File: src/rtl/alu_pkg.sv
// Shared types for the handshaked sequential ALU: opcodes, flag bit positions, FSM states.
// ALU_SEQ_MUL_EN makes opcode F a multi-cycle unsigned multiply.
package alu_pkg;

    typedef enum logic [3:0] {
        OP_PASSA = 4'h0, OP_PASSB = 4'h1, OP_AND = 4'h2, OP_OR   = 4'h3,
        OP_XOR   = 4'h4, OP_ADD   = 4'h5, OP_SUB = 4'h6, OP_ZERO = 4'h7,
        OP_NOTA  = 4'h8, OP_INC   = 4'h9, OP_DEC = 4'hA, OP_SHL  = 4'hB,
        OP_SHR   = 4'hC, OP_ASR   = 4'hD, OP_ROL = 4'hE, OP_MUL  = 4'hF
    } alu_op_e;

    // Bit positions inside o_flags = {zr,ng,co,pa,of}
    localparam int FLG_OF = 0;
    localparam int FLG_PA = 1;
    localparam int FLG_CO = 2;
    localparam int FLG_NG = 3;
    localparam int FLG_ZR = 4;

    typedef enum logic [1:0] {
        IDLE = 2'd0,
        EXEC = 2'd1,
        DONE = 2'd2
    } alu_state_e;

    function automatic logic is_multi_cycle(alu_op_e op);
        case (op)
            OP_SHL, OP_SHR, OP_ASR, OP_ROL: return 1'b1;
`ifdef ALU_SEQ_MUL_EN
            OP_MUL:                         return 1'b1;
`endif
            default:                        return 1'b0;
        endcase
    endfunction

endpackage

File: src/rtl/alu_iter_unit.sv
// Iterative datapath: one shift/rotate bit or one shift-add multiply step per EXEC cycle.
// The multiply accumulator exists only when ALU_SEQ_MUL_EN is defined.
module alu_iter_unit
    import alu_pkg::*;
#(
    parameter int WIDTH   = 8,
    parameter int SHAMT_W = $clog2(WIDTH)
) (
    input  logic             i_clk,
    input  logic             i_rstn,
    input  logic             i_start,
    input  logic             i_step,
    input  alu_op_e          i_op,
    input  logic [WIDTH-1:0] i_a,
    input  logic [WIDTH-1:0] i_b,
    output logic             o_done,
    output logic [WIDTH-1:0] o_result,
    output logic             o_co
);

    localparam int CNT_W = SHAMT_W + 1;

    alu_op_e          op_q;
    logic [CNT_W-1:0] cnt_q;
    logic             zero_q;
    logic [WIDTH-1:0] acc_q, acc_d;
    logic             co_d;
    logic [SHAMT_W-1:0] shamt;

    assign shamt = i_b[SHAMT_W-1:0];

`ifdef ALU_SEQ_MUL_EN
    // Product lives in {hi_q, acc_q}; multiplier bits drain out of acc_q's LSB.
    logic [WIDTH-1:0] hi_q, hi_d, mcand_q;
    logic [WIDTH:0]   psum;
`else
    logic unused_b;
    assign unused_b = ^i_b[WIDTH-1:SHAMT_W];
`endif

    always_comb begin
        acc_d = acc_q;
        co_d  = 1'b0;
`ifdef ALU_SEQ_MUL_EN
        hi_d  = hi_q;
        psum  = '0;
`endif
        if (!zero_q) begin
            case (op_q)
                OP_SHL: begin acc_d = {acc_q[WIDTH-2:0], 1'b0};         co_d = acc_q[WIDTH-1]; end
                OP_SHR: begin acc_d = {1'b0, acc_q[WIDTH-1:1]};         co_d = acc_q[0];       end
                OP_ASR: begin acc_d = {acc_q[WIDTH-1], acc_q[WIDTH-1:1]}; co_d = acc_q[0];     end
                OP_ROL: begin acc_d = {acc_q[WIDTH-2:0], acc_q[WIDTH-1]}; co_d = acc_q[WIDTH-1]; end
`ifdef ALU_SEQ_MUL_EN
                OP_MUL: begin
                    psum          = {1'b0, hi_q} + (acc_q[0] ? {1'b0, mcand_q} : '0);
                    {hi_d, acc_d} = {psum, acc_q[WIDTH-1:1]};
                    co_d          = |hi_d;
                end
`endif
                default: ;
            endcase
        end
    end

    assign o_done   = i_step && (cnt_q == CNT_W'(1));
    assign o_result = acc_d;
    assign o_co     = co_d;

    always_ff @(posedge i_clk or negedge i_rstn) begin
        if (!i_rstn) begin
            op_q   <= OP_PASSA;
            cnt_q  <= '0;
            zero_q <= 1'b0;
            acc_q  <= '0;
`ifdef ALU_SEQ_MUL_EN
            hi_q    <= '0;
            mcand_q <= '0;
`endif
        end else if (i_start) begin
            op_q   <= i_op;
            acc_q  <= i_a;
            // A zero shift amount still spends one EXEC cycle, leaving a untouched.
            cnt_q  <= (shamt == '0) ? CNT_W'(1) : {1'b0, shamt};
            zero_q <= (shamt == '0);
`ifdef ALU_SEQ_MUL_EN
            hi_q    <= '0;
            mcand_q <= i_a;
            if (i_op == OP_MUL) begin
                acc_q  <= i_b;
                cnt_q  <= CNT_W'(WIDTH);
                zero_q <= 1'b0;
            end
`endif
        end else if (i_step) begin
            acc_q <= acc_d;
            cnt_q <= cnt_q - CNT_W'(1);
`ifdef ALU_SEQ_MUL_EN
            hi_q  <= hi_d;
`endif
        end
    end

endmodule

File: src/rtl/alu_seq.sv
// Handshaked ALU: single-cycle logic/arith ops, multi-cycle shifts (and MUL with
// ALU_SEQ_MUL_EN), result and flags held until the consumer takes them.
module alu_seq
    import alu_pkg::*;
#(
    parameter int WIDTH   = 8,
    parameter int SHAMT_W = $clog2(WIDTH)
) (
    input  logic             i_clk,
    input  logic             i_rstn,
    input  logic             i_valid,
    output logic             o_ready,
    input  logic [3:0]       i_op,
    input  logic [WIDTH-1:0] i_a,
    input  logic [WIDTH-1:0] i_b,
    input  logic             i_cin,
    input  logic             i_flag_we,
    output logic             o_valid,
    input  logic             i_ready,
    output logic [WIDTH-1:0] o_result,
    output logic [4:0]       o_flags,
    output logic             o_busy
);

    localparam int M = WIDTH - 1;

    alu_state_e       state_q, state_d;
    alu_op_e          op;
    logic             accept, start, load_sc, load_it;
    logic [WIDTH-1:0] result_q;
    logic [4:0]       flags_q;
    logic             fwe_q;
    logic [WIDTH:0]   sum;
    logic [WIDTH-1:0] sc_res, it_res;
    logic             sc_co, sc_of, it_co, it_of, it_done;

    function automatic logic [4:0] mk_flags(logic [WIDTH-1:0] r, logic co, logic of);
        logic [4:0] f;
        f[FLG_ZR] = ~|r;
        f[FLG_NG] = r[M];
        f[FLG_CO] = co;
        f[FLG_PA] = ~^r;
        f[FLG_OF] = of;
        return f;
    endfunction

    assign op      = alu_op_e'(i_op);
    assign o_ready = (state_q == IDLE) || ((state_q == DONE) && i_ready);
    assign accept  = i_valid && o_ready;
    assign o_valid = (state_q == DONE);
    assign o_busy  = (state_q == EXEC);
    assign o_result = result_q;
    assign o_flags  = flags_q;

    // Single-cycle ops; everything arithmetic runs WIDTH+1 wide for the carry.
    always_comb begin
        sum    = '0;
        sc_res = i_a;
        sc_co  = 1'b0;
        sc_of  = 1'b0;
        case (op)
            OP_PASSB: sc_res = i_b;
            OP_AND:   sc_res = i_a & i_b;
            OP_OR:    sc_res = i_a | i_b;
            OP_XOR:   sc_res = i_a ^ i_b;
            OP_ZERO:  sc_res = '0;
            OP_ADD: begin
                sum    = {1'b0, i_a} + {1'b0, i_b} + {{WIDTH{1'b0}}, i_cin};
                sc_res = sum[M:0];
                sc_co  = sum[WIDTH];
                sc_of  = (i_a[M] == i_b[M]) && (sc_res[M] != i_a[M]);
            end
            OP_SUB: begin
                sum    = {1'b0, i_a} + {1'b0, ~i_b} + {{WIDTH{1'b0}}, i_cin};
                sc_res = sum[M:0];
                sc_co  = sum[WIDTH];
                sc_of  = (i_a[M] != i_b[M]) && (sc_res[M] != i_a[M]);
            end
            OP_NOTA: begin
                sum    = {1'b0, ~i_a} + {{WIDTH{1'b0}}, i_cin};
                sc_res = sum[M:0];
                sc_co  = sum[WIDTH];
            end
            OP_INC: begin
                sum    = {1'b0, i_a} + (WIDTH+1)'(1);
                sc_res = sum[M:0];
                sc_co  = sum[WIDTH];
                sc_of  = !i_a[M] && sc_res[M];
            end
            OP_DEC: begin
                sum    = {1'b0, i_a} + {1'b0, {WIDTH{1'b1}}};
                sc_res = sum[M:0];
                sc_co  = sum[WIDTH];
                sc_of  = i_a[M] && !sc_res[M];
            end
            default: ;
        endcase
    end

    alu_iter_unit #(.WIDTH(WIDTH), .SHAMT_W(SHAMT_W)) u_iter (
        .i_clk    (i_clk),
        .i_rstn   (i_rstn),
        .i_start  (start),
        .i_step   (state_q == EXEC),
        .i_op     (op),
        .i_a      (i_a),
        .i_b      (i_b),
        .o_done   (it_done),
        .o_result (it_res),
        .o_co     (it_co)
    );

`ifdef ALU_SEQ_MUL_EN
    logic mul_q;
    assign it_of = mul_q && it_co;
`else
    assign it_of = 1'b0;
`endif

    always_comb begin
        state_d = state_q;
        start   = 1'b0;
        load_sc = 1'b0;
        load_it = 1'b0;
        if (accept) begin
            if (is_multi_cycle(op)) begin
                state_d = EXEC;
                start   = 1'b1;
            end else begin
                state_d = DONE;
                load_sc = 1'b1;
            end
        end else if (state_q == EXEC && it_done) begin
            state_d = DONE;
            load_it = 1'b1;
        end else if (state_q == DONE && i_ready) begin
            state_d = IDLE;
        end
    end

    always_ff @(posedge i_clk or negedge i_rstn) begin
        if (!i_rstn) begin
            state_q  <= IDLE;
            result_q <= '0;
            flags_q  <= '0;
            fwe_q    <= 1'b0;
`ifdef ALU_SEQ_MUL_EN
            mul_q    <= 1'b0;
`endif
        end else begin
            state_q <= state_d;
            if (load_sc) begin
                result_q <= sc_res;
                if (i_flag_we) flags_q <= mk_flags(sc_res, sc_co, sc_of);
            end
            if (start) begin
                fwe_q <= i_flag_we;
`ifdef ALU_SEQ_MUL_EN
                mul_q <= (op == OP_MUL);
`endif
            end
            // Nothing from an iterative op is visible until its final step lands.
            if (load_it) begin
                result_q <= it_res;
                if (fwe_q) flags_q <= mk_flags(it_res, it_co, it_of);
            end
        end
    end

endmodule

File: config.mk
export PLATFORM = sky130hd
export DESIGN_NAME = alu_seq
export DESIGN_NICKNAME = d
export VERILOG_FILES = /design/src/rtl/alu_pkg.sv /design/src/rtl/alu_iter_unit.sv /design/src/rtl/alu_seq.sv
export SDC_FILE = /design/constraint.sdc
export NUM_CORES = 1
export LEC_CHECK = 0
export ABC_AREA = 0
export BUFFER_PORTS_ARGS = -buffer_cell sky130_fd_sc_hd__buf_2
export CAP_MARGIN = 20
export CORE_ASPECT_RATIO = 0.75
export CORE_UTILIZATION = 61
export DETAILED_ROUTE_END_ITERATION = 16
export HOLD_SLACK_MARGIN = 0.05
export PLACE_DENSITY = 0.91
export RECOVER_POWER = 100
export SYNTH_ARGS = -nofsm -noshare
export SYNTH_HDL_FRONTEND = slang
export SYNTH_HIERARCHICAL = 1
export SYNTH_SLANG_ARGS = --single-unit
File: constraint.sdc
create_clock -name i_clk -period 3.2 [get_ports i_clk]
set_input_delay 0.32 -clock i_clk [delete_from_list [all_inputs] [get_ports i_clk]]
set_output_delay 0.32 -clock i_clk [all_outputs]
set_load 0.02 [all_outputs]
==> metrics.md, run 1 <==
| Metric | Value |
|---|---|
| Run status | finished with violations |
| GRT overflow | 0 |
| Crit share post-route | 95.5% |
| Cts hold-fix bufs | 0 |
| CP cell instances | buf_2 > or4_1 > nor2_1 > ha_1 > nand2_1 > nor2_1 > o21ai_0 > o2111ai_1 > nor3_2 > or2_1 > ha_1 > xnor2_2 > xnor2_1 > mux2i_1 > a21oi_1 |
| Clock root cell | clkbuf_8 |
| Yosys reg bits | 33 |
| Final critical-path required period | 3060 ps |
| Cell Pwr Density | 603 nW/um^2 |
| Die H | 74.7 um |
| Worst Skew | 6.95 ps |
| Drt initial violations | 664 |
| Final setup violation count | 0 |
| DR vias/cell | 6.80 |
| Setup crit start kind | primary input |
| Residual DRC | 0 |
| Storage element area | 826 sq um |
| Max VDD drop | 0.511 mV |
| Vias post-DR | 4,806 |
| Final Max Slew Viols | 34 |
| Crit. End Element | flop |
| Die area | 7400 sq um |
| Final std cells w/o fill | 707 |
| F_max | 327 MHz |
| Slowest CP cell | or4_1 |
| Yosys warning total | 6 |
| Critical path class | in2reg |
| Mean area per synthesized cell | 7.91 sq um |
| Met3 Track Usage GR | 8.17% |
| Routed Antenna Nets | 0 |
| Max_slew headroom | -22.5% |
| RSZ-0062 raised after global routing | false |
| Met1 GRT Util | 57.4% |
| Most crowded layer after global routing | met2 |
| Initial Util | 63.3% |
| Largest cells by area after synthesis | dfrtp_1 19%, ha_1 12%, nand2_1 4.5%, xnor2_1 3.7%, o21ai_0 3.6% |
| Final worst slack | 145 ps |
| CP max FO | 6 |
| TritonCTS buffer count | 5 |
| Worst slew pin tran | 1840 ps |
| Final Net Count | 693 |
| Max cap viols | 1 |
| GRT Overall Usage | 39.8% |
| I/O pins | 42 |
| Clock slew at reported path FFs | 70 ps |
| CP max stage delay | 630 ps |
| Failing checks | capacitance limit, slew limit |
| Filler cells | 554 |
| Post-Syn Nets | 615 |
| Place WS | -213 ps |
| Detail Placement HPWL | 11,300 um |
| CP delay by family, top | simple AND/OR/NAND/NOR gates |
| WL final | 14,500 um |
| RD Place Congestion | 1.01 |
| Synth area leader | dfrtp_1 |
| Placed cells | 698 |
| Longest Clk Path Bufs | 2 |
| CTS tree | built |
| H-tree level count | 2 |
| Top cell type's share of synthesized area | 19.2% |
| DR WL/cell | 20.5 um |
| Mapped cell area | 4300 sq um |
| Num Clock Sinks | 33 |
| Most frequent cell after synthesis | nand2_1 |
| Multi-input combinational cell area | 3170 sq um |
| Area Overhead vs Synth | 17.0% |
| Largest net degree at the start of global routing | 34 |
| First-pass GRT wire length | 22,400 um |
| Number of global-route vias before repair | 4,246 |
| Sequential fraction of the synthesis area | 19.2% |
| Fin Hold WS | 288 ps |
| Number of synthesized flops with an enable pin | 0 |
| Antenna violations before repair | 0 |
| Post-synth ARST share | 100% |
| WP buf/inv | 1 |
| Synthesized instance count | 544 |
| Die Wd | 99.0 um |
| Overall power | 3.03 mW |
| Met2 usage | 61.1% |
| HP Class | in2reg |
| Fin. Hold Viols | 0 |
| Critical Path AT | 3280 ps |
| Primary FF master, synth | dfrtp_1 |
| Post-synth top cells | 51 x nand2_1, 41 x ha_1, 40 x inv_1, 35 x nor2_1, 33 x dfrtp_1 |
| Post-synthesis cell type count | 78 |
| Worst-Skew Late Latency | 300 ps |
| Area of the core | 6800 sq um |
| P_leak | 2.22 nW |
| Layout cells sized above 1 | 19.7% |
| Port buffer count | 41 |
| 1st-pass router iterations | 6 |
| Worst EP required | 3420 ps |
| Diode count | 0 |
| Std cell rows | 26 |
## worst reg2reg max path, stage by stage (launching register included)
cell,delay (ps)
dfrtp_1,420
nor2b_1,530
nor4bb_1,430
and3b_1,200
clkbuf_1,440
nor2_1,290
a22o_1,270
a21o_1,160
## timing repair
item,4_1_cts,5_1_grt
resized for setup,0,13
buffers inserted,0,1
setup endpoints to repair,0,1
## cells by family (layout without fill, tap and decap cells)
family / count (synthesis) / in the layout / share of synthesized area (%)
AO/OA/AOI/OAI: 162 / 162 / 26.5
XOR/XNOR: 25 / 25 / 5.09
adder cells (fa/ha/maj): 45 / 45 / 13.8
buffers and inverters: 77 / 156 / 7.97
flip-flops: 33 / 33 / 19.2
multiplexers: 18 / 18 / 4.57
AND/OR/NAND/NOR: 184 / 184 / 22.9
## cell usage in the layout, fill, tap and decap left out, types with 7 or more instances in the layout
cell,instances
buf_2,24
nor2b_1,14
mux2i_1,8
nand2_1,51
a31oi_1,7
mux2_2,9
dfrtp_1,33
clkbuf_1,24
o22ai_1,7
o21ai_0,32
and3_1,8
nor2_1,34
a22oi_1,9
ha_1,41
nand2b_1,13
inv_1,38
a32oi_1,8
nand3_1,11
a21oi_1,23
xnor2_1,17
buf_4,58
o31ai_1,13
xor2_1,7
## layer usage
| metal | part of all wire [%] | routed length [um] |
|---|---|---|
| met5 | 0 | 0 |
| met4 | 2.9 | 425 |
| met3 | 11 | 1590 |
| met2 | 42 | 6130 |
| met1 | 44 | 6350 |
## area by class of cell
type	count	share of cell area [%]
Clock buffer	7	1.71
Clock inverter	1	0.596
Inverter	42	3.13
Multi-Input combinational cell	434	62.9
Sequential cell	33	16.4
Tap cell	84	2.09
Timing Repair Buffer	106	13.1
## final timing paths
check,from,slack (ps),to,cells past startpoint
max reg2reg,state_q[0],350,o_result[5],7
max in group asynchronous,i_rstn,1630,o_result[6],1
min,i_flag_we,290,fwe_q,2
max,i_a[2],140,o_flags[1],15
min reg2reg,o_result[3],510,o_result[3],2
min in group asynchronous,i_rstn,500,o_flags[2],1
## where the power goes
part	switching [mW]	internal [mW]	total, mW
logic	1.03	0.747	1.77
clock network	0.170	0.254	0.424
registers	0.220	0.616	0.836
## flip-flops by register name, indices dropped and copies added, names as in the netlist
signal         count
state_q            2
fwe_q              1
o_result           8
u_iter/op_q        4
o_flags            5
u_iter/cnt_q       4
u_iter/acc_q       8
u_iter/zero_q      1
## stage by stage
step           TNS (ps)  instance area (sq um)  util, %
6_report              0                   5030     74.1
5_1_grt               0                   5030     74.1
4_1_cts               0                   5040     74.1
3_5_place_dp       -213                   4920     72.4
3_3_place_gp       -118                   4920     72.4
2_1_floorplan         0                   4300        -
No activity file was read; power rests on OpenSTA's default activity.
==> inputs of run 2 (changes only) <==
- PLACE_DENSITY: 0.91 -> 0.82
==> run 2 against run 1 <==
  * Clock power about the same
  * Largest cell class unchanged
  * Final cell count up 0.85%
  * Critical path type unchanged
  * Non-clock buffer count up 6
  * Worst hold slack better by 9.6 ps
  * Clock skew down 2.3 ps
  * The run still ends with capacitance limit, slew limit left
  * Routed wire length down 0.96%
  * Critical path depth unchanged
  * Count of clock-buffer cells in the layout unchanged
==> metrics.md, run 2 (synthesis gave the netlist of run 1 again) <==
| Metric | Value |
|---|---|
| Area Overhead vs Synth | 18.3% |
| Place WS | -235 ps (-22.4 ps) |
| CP cell instances | buf_2 > inv_1 > fa_1 > fa_1 > nand2b_1 > a21oi_1 > o22ai_2 > mux2i_1 > o32ai_2 > buf_4 > ha_1 > xnor2_2 > xnor2_1 > mux2i_1 > a21oi_1 |
| Longest Clk Path Bufs | 2 (unchanged) |
| WP buf/inv | 3 (+2) |
| CP max FO | 3 (-3) |
| Run status | finished with violations |
| Cts hold-fix bufs | 0 (unchanged) |
| Fin. Hold Viols | 0 (unchanged) |
| Fin Hold WS | 298 ps (+9.64 ps) |
| CP delay by family, top | adder cells |
| Die area | 7400 sq um (unchanged) |
| Final Max Slew Viols | 34 (unchanged) |
| Final worst slack | 122 ps (-22.3 ps) |
| WL final | 14,300 um (-0.96%) |
| CTS tree | built |
| Worst slew pin tran | 1770 ps (-68.1 ps) |
| Filler cells | 520 (-6.1%) |
| Core Util, Final | 74.9% (+0.81 points) |
| RD Place Congestion | 1.02 (+1.5%) |
| Routed Antenna Nets | 0 (unchanged) |
| Num Clock Sinks | 33 (unchanged) |
| I/O pins | 42 (unchanged) |
| Final Net Count | 699 (+0.87%) |
| Placed inst area | 4950 sq um (+0.66%) |
| Vias post-DR | 4,748 (-1.2%) |
| Residual DRC | 0 (unchanged) |
| DR vias/cell | 6.66 (-2.0%) |
| CP max stage delay | 440 ps (-190 ps) |
| Max_slew headroom | -17.9% (+4.5 points) |
| Overall power | 2.98 mW (-1.9%) |
| Port buffer count | 41 (unchanged) |
| Max VDD drop | 0.540 mV (+5.7%) |
| Die Wd | 99.0 um (unchanged) |
| 1st-pass router iterations | 8 (+2) |
| Crit share post-route | 96.2% (+0.70 points) |
| H-tree level count | 2 (unchanged) |
| Cell Pwr Density | 585 nW/um^2 (-2.9%) |
| Setup TNS | 0 ps (unchanged) |
| P_leak | 2.26 nW (+1.7%) |
| Final critical-path required period | 3080 ps (+22.3 ps) |
| Std cell rows | 26 (unchanged) |
| Critical path class | in2reg |
| GRT Overall Usage | 39.5% (-0.30 points) |
| Failing checks | capacitance limit, slew limit |
| Area of the core | 6800 sq um (unchanged) |
| Number of global-route vias before repair | 4,421 (+4.1%) |
| Max cap viols | 1 (unchanged) |
| Clock root cell | clkbuf_8 |
| Worst EP required | 3370 ps (-50 ps) |
| Detail Placement HPWL | 11,200 um (-0.75%) |
| F_max | 325 MHz (-0.73%) |
| Die H | 74.7 um (unchanged) |
| Diode count | 0 (unchanged) |
| First-pass GRT wire length | 22,600 um (+0.71%) |
| Drt initial violations | 611 (-8.0%) |
| HP Class | in2reg |
| Final setup violation count | 0 (unchanged) |
| Clock slew at reported path FFs | 80 ps (about the same) |
| Setup crit start kind | primary input |
| Most used cells in the layout excluding fill and tap cells | 66 x buf_4, 51 x nand2_1, 41 x ha_1, 39 x inv_1, 35 x nor2_1 |
| Commonest non-fill, non-tap cell in the layout | buf_4 |
| R2R setup slack | 420 ps (+70 ps) |
| Post-route cell area | 5090 sq um (+1.1%) |
| Crit. End Element | flop |
| Critical Path AT | 3250 ps (-30 ps) |
| TritonCTS buffer count | 5 (unchanged) |
| GRT overflow | 0 (unchanged) |
| Layout cells sized above 1 | 20.7% (+0.92 points) |
| DR WL/cell | 20.1 um (-1.8%) |
| Antenna violations before repair | 0 (unchanged) |
| Largest net degree at the start of global routing | 34 (unchanged) |
| Final std cells w/o fill | 713 (+0.85%) |
| Placed cells | 704 (+0.86%) |
| Initial Util | 63.3% (unchanged) |
| Worst Skew | 4.68 ps (-2.27 ps) |
| Worst-Skew Late Latency | 290 ps (about the same) |
| Slowest CP cell | fa_1 |
## run 2: cell count changes in the layout (fill, tap and decap cells not counted), moves of 2 or more
cell / previous run / this run
buf_4: 58 / 66
fa_1: 1 / 3
fa_2: 3 / 1
o21ai_0: 32 / 34
o21ai_1: 2 / 0
## run 2: final timing paths
check                            start               to  depth (start not counted)
max in group asynchronous       i_rstn  u_iter/cnt_q[0]                          1
setup reg to reg            state_q[0]       o_flags[3]                          9
min in group asynchronous       i_rstn       o_flags[0]                          1
hold reg to reg            o_result[3]      o_result[3]                          2
hold / removal               i_flag_we            fwe_q                          2
setup / recovery                i_b[0]       o_flags[1]                         15
## run 2: per-layer routing
metal	global-route usage (%)	part of all wire, %
met5	2.56	0
met4	8.13	1.8
met3	11.8	13
met2	61.5	42
met1	54.4	44
## run 2: area by class of cell
type,count,area (sq um),area share [%]
clock buffer,7,86.3,1.70
clock inverter,1,30.0,0.590
inverter,42,158,3.10
multi-input combinational,434,3190,62.6
sequential,33,826,16.2
tap,84,105,2.06
timing repair buffer,112,698,13.7
## run 2: repair_timing
| action | 4_1_cts | 5_1_grt |
|---|---|---|
| setup endpoints to repair | 0 | 1 |
| resized for setup | 0 | 12 |
| setup buffers | 0 | 1 |
## run 2: where the power goes
part,total (mW),internal (mW),switching [mW]
clock network,0.423,0.254,0.169
registers,0.831,0.616,0.215
logic,1.72,0.750,0.974
## run 2: worst reg2reg max path, cell delays in order (launching register included)
cell and delay, ps:
dfrtp_1 410, nor2b_1 140, clkbuf_1 360, nor4bb_1 600, and3b_1 490, nand2_1 270, inv_1 180, nand2_1 80
o31ai_1 70, a21oi_1 60
